$ cat config.mk
export PLATFORM = sky130hd
export DESIGN_NAME = if_id_queue
export DESIGN_NICKNAME = d
export VERILOG_FILES = /design/src/rtl/ifq_pkg.sv /design/src/rtl/ifq_storage.sv /design/src/rtl/if_id_queue.sv
export SDC_FILE = /design/constraint.sdc
export NUM_CORES = 1
export LEC_CHECK = 0
export CORE_AREA = 2 2 78 80
export DETAILED_ROUTE_END_ITERATION = 8
export DIE_AREA = 0 0 80 82
export MAX_ROUTING_LAYER = met4
export PLACE_DENSITY = 0.82
export SYNTH_ARGS = -nofsm -noshare
export SYNTH_HDL_FRONTEND = slang
export SYNTH_SLANG_ARGS = --single-unit
$ cat constraint.sdc
create_clock -name CLK -period 6.46 [get_ports CLK]
set_input_delay 0.646 -clock CLK [delete_from_list [all_inputs] [get_ports CLK]]
set_output_delay 0.646 -clock CLK [all_outputs]
set_load 0.05 [all_outputs]
$ cat src/rtl/ifq_pkg.sv
// ----------------------------------------------------------------------------
// ifq_pkg
// Shared types and constants for the IF/ID decoupling queue.
//   IFQ_IW      : instruction width (bits)
//   IFQ_AW      : PC width (bits)
//   ifq_entry_t : one queued {pc, instr} pair
// ----------------------------------------------------------------------------
package ifq_pkg;

  localparam int IFQ_IW = 9;
  localparam int IFQ_AW = 8;

  typedef struct packed {
    logic [IFQ_AW-1:0] pc;
    logic [IFQ_IW-1:0] instr;
  } ifq_entry_t;

endpackage : ifq_pkg

$ cat src/rtl/ifq_storage.sv
// ----------------------------------------------------------------------------
// ifq_storage
// DEPTH x ifq_entry_t register array. Synchronous write port, asynchronous
// (combinational) read port. Contents carry no reset: the top module's
// occupancy count decides which entries are meaningful.
// Ports:
//   clk_i    : rising-edge clock
//   we_i     : write enable
//   waddr_i  : write address
//   wdata_i  : write data
//   raddr_i  : read address
//   rdata_o  : read data (combinational from raddr_i)
// ----------------------------------------------------------------------------
module ifq_storage
  import ifq_pkg::*;
#(
  parameter int DEPTH = 4,
  parameter int PW    = $clog2(DEPTH)
) (
  input  logic          clk_i,
  input  logic          we_i,
  input  logic [PW-1:0] waddr_i,
  input  ifq_entry_t    wdata_i,
  input  logic [PW-1:0] raddr_i,
  output ifq_entry_t    rdata_o
);

  ifq_entry_t mem_q [DEPTH];

  // Write port: capture one entry per accepted push.
  always_ff @(posedge clk_i) begin
    if (we_i) begin
      mem_q[waddr_i] <= wdata_i;
    end
  end

  assign rdata_o = mem_q[raddr_i];

endmodule : ifq_storage

$ cat src/rtl/if_id_queue.sv
// ----------------------------------------------------------------------------
// if_id_queue
// FIFO between fetch and decode. Holds {PC, instruction} pairs, presents the
// head over a valid/ready handshake, back-pressures fetch via fetch_stall and
// drops all entries on flush (taken branch / jump redirect).
// Configuration macro: IFQ_BYPASS_EN -- when defined, an empty queue forwards
// in_pc/in_instr combinationally to the outputs (zero-cycle latency).
// AW/IW must match IFQ_AW/IFQ_IW of ifq_pkg (entries use ifq_entry_t).
// Ports:
//   CLK, RST_N            : clock, async active-low reset
//   in_valid/in_ready     : push handshake from fetch
//   in_pc, in_instr       : pushed pair
//   flush                 : discard all entries (wins over push and pop)
//   out_valid/out_ready   : pop handshake to decode
//   out_pc, out_instr     : head pair (0 when nothing valid)
//   count                 : occupancy
//   fetch_stall           : !in_ready, IF halt
// ----------------------------------------------------------------------------
module if_id_queue
  import ifq_pkg::*;
#(
  parameter int DEPTH = 4,
  parameter int IW    = IFQ_IW,
  parameter int AW    = IFQ_AW,
  localparam int PW   = $clog2(DEPTH),
  localparam int CW   = $clog2(DEPTH) + 1
) (
  input  logic          CLK,
  input  logic          RST_N,
  input  logic          in_valid,
  input  logic [AW-1:0] in_pc,
  input  logic [IW-1:0] in_instr,
  output logic          in_ready,
  input  logic          flush,
  output logic          out_valid,
  output logic [AW-1:0] out_pc,
  output logic [IW-1:0] out_instr,
  input  logic          out_ready,
  output logic [CW-1:0] count,
  output logic          fetch_stall
);

  localparam logic [PW-1:0] PTR_ONE  = PW'(1);
  localparam logic [CW-1:0] CNT_ONE  = CW'(1);
  localparam logic [CW-1:0] CNT_FULL = CW'(DEPTH);

  logic [PW-1:0] wr_ptr_q, wr_ptr_d;
  logic [PW-1:0] rd_ptr_q, rd_ptr_d;
  logic [CW-1:0] count_q,  count_d;

  logic       empty_s;
  logic       byp_s;       // empty queue forwarding the incoming pair
  logic       byp_take_s;  // forwarded pair consumed, never stored
  logic       push_s;
  logic       pop_s;
  ifq_entry_t wdata_s;
  ifq_entry_t rdata_s;

  assign empty_s  = (count_q == {CW{1'b0}});
  assign in_ready = (count_q != CNT_FULL);
  assign fetch_stall = ~in_ready;

`ifdef IFQ_BYPASS_EN
  assign byp_s = empty_s & in_valid & ~flush;
`else
  assign byp_s = 1'b0;
`endif
  assign byp_take_s = byp_s & out_ready;

  // Pop only touches stored entries; a bypassed pair is consumed without one.
  assign pop_s  = ~empty_s & out_ready;
  assign push_s = in_valid & in_ready & ~byp_take_s;

  assign wdata_s.pc    = in_pc;
  assign wdata_s.instr = in_instr;

  ifq_storage #(
    .DEPTH (DEPTH)
  ) u_storage (
    .clk_i   (CLK),
    .we_i    (push_s & ~flush),
    .waddr_i (wr_ptr_q),
    .wdata_i (wdata_s),
    .raddr_i (rd_ptr_q),
    .rdata_o (rdata_s)
  );

  // Next-state pointers and occupancy; flush overrides push and pop.
  always_comb begin
    wr_ptr_d = wr_ptr_q;
    rd_ptr_d = rd_ptr_q;
    count_d  = count_q;
    if (flush) begin
      wr_ptr_d = {PW{1'b0}};
      rd_ptr_d = {PW{1'b0}};
      count_d  = {CW{1'b0}};
    end else begin
      if (push_s) begin
        wr_ptr_d = wr_ptr_q + PTR_ONE;
      end else begin
        wr_ptr_d = wr_ptr_q;
      end
      if (pop_s) begin
        rd_ptr_d = rd_ptr_q + PTR_ONE;
      end else begin
        rd_ptr_d = rd_ptr_q;
      end
      case ({push_s, pop_s})
        2'b10:   count_d = count_q + CNT_ONE;
        2'b01:   count_d = count_q - CNT_ONE;
        default: count_d = count_q;
      endcase
    end
  end

  // Pointer and occupancy registers.
  always_ff @(posedge CLK or negedge RST_N) begin
    if (!RST_N) begin
      wr_ptr_q <= {PW{1'b0}};
      rd_ptr_q <= {PW{1'b0}};
      count_q  <= {CW{1'b0}};
    end else begin
      wr_ptr_q <= wr_ptr_d;
      rd_ptr_q <= rd_ptr_d;
      count_q  <= count_d;
    end
  end

  // Head presentation: stored entry, bypassed input, or zeros.
  always_comb begin
    out_valid = 1'b0;
    out_pc    = {AW{1'b0}};
    out_instr = {IW{1'b0}};
    if (!empty_s) begin
      out_valid = 1'b1;
      out_pc    = rdata_s.pc;
      out_instr = rdata_s.instr;
    end else if (byp_s) begin
      out_valid = 1'b1;
      out_pc    = in_pc;
      out_instr = in_instr;
    end else begin
      out_valid = 1'b0;
    end
  end

  assign count = count_q;

endmodule : if_id_queue

==> run metrics <==
share of the synthesized area in the top cell type=63.75%; Setup WS post-layout=2.872 ns; top post-synthesis cells by area=edfxtp_1 (64%), mux4_1 (7.4%), mux4_2 (5.6%); Cell Chain, Critical Path=mux4_1, and2_1, clkdlybuf4s50_1; via count=1663; CTS buffer count=9; fin cells=299; Peak VDD IR=0.0002110 V; DRC Markers=0; Worst Setup End Kind=primary output; Finished Core Util=66.09%; die area=6560 um^2; Final ANT Viol Nets=0; Routed WL per cell=17.84 um; # rows=28; Syn. warnings=0; Post-CTS Hold Buffers=0; worst setup path category=flop to primary output; nets=246; Final period util=55.54%; CTS Root Cell=clkbuf_8; port buffer count=44; register area=2217 um^2; hold crit path type=primary input to async pin; DPL Wire Length=3.349 mm; worst slack, placed=3.207 ns; final hold vios=0; TNS Setup=0 ns; skew final=0.005045 ns; critical path required time=5.81 ns; Max Slew Vio Count=0; Finish-stage setup viols=0; top cell type by total area after synthesis=edfxtp_1; Slew Limit Headroom=28.78%; largest net degree at the start of global routing=22; Critical-path top delay cell=dfrtp_1; initial antenna violation count=0; Distinct cells, synth=36; GP Congestion=0.7564; Core Area=5746 um^2; sequential share of the synthesized area=69.22%; Power Dens Cells=291.8 nW/um^2; Critical path buffers and inverters=1; post-synth net total=203; Max Cap Viol=0; Crit path max-delay family=flip-flops; Pleak=1.276 nW; Mapped Avg Cell Area=18.20 um^2; post_cts resized=0; clk buf depth=2; fmax=0.2787 GHz; TritonCTS clock tree=yes; outcome=complete, no violations; Max FO, Critical Path=19; Inserted Diodes=0; total power=1.108 mW; DR iter-0 viols=180; clock insertion delay at the later pin of the skew report=0.34 ns; Post-Syn Area=3203 um^2; H-tree depth=3; fin crit period=3.588 ns; Die Y=82 um; Worst setup SP type=flop; Syn Inst Count=176; post-CTS setup buffers=0; Pre-Repair DR Iteration Count=4; measured slew at the worst slew-check pin=1.068 ns; vias per inst=5.562; global-route wire length before repair=8.576 mm; commonest non-fill, non-tap cell in the layout=edfxtp_1; Initial Util=55.75%; register bit total from synthesis=75; DP Cell Count=283; GRT Total Usage=18.97%; final WL=5.335 mm; Reg2Reg Depth=5; Area growth syn-to-layout=18.55%; # clock sinks=75; I/O pins=45; number of global-route vias before repair=1720; Filler cells=410; Overflow after GRT=0; Die Span X=80 um; cell count along the critical path=3; worst stage delay on the critical path=1.05 ns; area occupied by multi-input gates=877.1 um^2; Worst Path Arrival=2.94 ns; RSZ-0062 raised after global routing=no; register clock-pin slew on the reported worst setup and hold paths=0.07 ns; most frequent cells in the layout=edfxtp_1 (68), clkdlybuf4s50_1 (44), and2_1 (22); layout cells sized above 1=10.71%
## routing by layer
| metal | GRT usage (%) | vias up | part of all wire [%] |
|---|---|---|---|
| li1 | - | 773 | - |
| met1 | 21.75 | 843 | 39 |
| met2 | 31.83 | 35 | 54 |
| met3 | 3.846 | 12 | 3.7 |
| met4 | 10.00 | 0 | 2.6 |
| met5 | - | - | 0 |
## worst register-to-register path: stages (launching register included)
cell and delay [ns]:
dfrtp_1 0.52, or3_4 0.54, and3_1 0.23, fa_1 0.50
o22ai_1 0.09, a2111oi_0 0.39
## Yosys cell counts
cell type / count
edfxtp_1: 68
and2_1: 22
mux4_1: 9
mux4_2: 8
dfrtp_1: 7
nand2_1: 6
buf_2: 5
nor2_1: 5
ha_1: 4
inv_1: 4
a21oi_1: 3
buf_6: 3
nand3_1: 3
xor2_1: 3
clkbuf_1: 2
nand2_2: 2
o21ai_0: 2
o22ai_1: 2
a2111oi_0: 1
a21o_1: 1
a221oi_1: 1
a31oi_1: 1
and3_1: 1
buf_12: 1
buf_4: 1
fa_1: 1
nand2b_1: 1
nand3b_1: 1
nor4_1: 1
o211ai_1: 1
o221ai_1: 1
o311ai_0: 1
or3_1: 1
or3_4: 1
or3b_4: 1
xnor2_1: 1
## final timing paths
check                       startpoint          end  slack, ns
hold reg to reg            wr_ptr_q[1]  wr_ptr_q[1]       0.60
setup reg to reg              count[0]     count[1]       4.07
min in group CLK           wr_ptr_q[1]  wr_ptr_q[1]       0.60
setup / recovery           rd_ptr_q[0]    out_pc[3]       2.87
max in group asynchronous        RST_N     count[0]       5.64
hold / removal                   RST_N     count[1]       0.57
## power by group
| group | total (mW) | internal, mW | switching [mW] | leakage [nW] |
|---|---|---|---|---|
| logic | 0.245 | 0.101 | 0.144 | 0.483 |
| clock network | 0.291 | 0.138 | 0.153 | 0.0812 |
| registers | 0.573 | 0.549 | 0.0233 | 0.712 |
## state kept, by name, summed over array words and instances (netlist names)
signal,cells
count,3
rd_ptr_q,2
u_storage.mem_q,68
wr_ptr_q,2
## per-stage QoR
step	area, um^2	hold WS (ns)
floorplan	3203	0.3504
global placement	3643	0.5738
detailed placement	3643	0.5819
CTS	3797	0.5754
global route	3797	0.6011
finish	3797	0.5706
## cell families (layout without fill, tap and decap cells)
| family | Yosys count | after routing | share of synthesized area, % |
|---|---|---|---|
| xor+xnor | 4 | 4 | 1.094 |
| buf+inv | 16 | 64 | 3.398 |
| compound gates | 14 | 14 | 2.930 |
| flops | 75 | 75 | 69.22 |
| mux | 17 | 17 | 13.01 |
| fa+ha+maj | 5 | 5 | 2.188 |
| simple gates | 45 | 45 | 8.164 |
## final cells by class
type                    count  share of cell area, %
flip-flops and latches     75                  58.39
clock inverters             3                 0.3954
well taps                  75                  2.471
clock buffers              13                  3.657
repair buffers             44                  11.60
multi-input cells          85                  23.10
inverters                   4                 0.3954
Note: power is estimated with default switching activity, not from simulation.
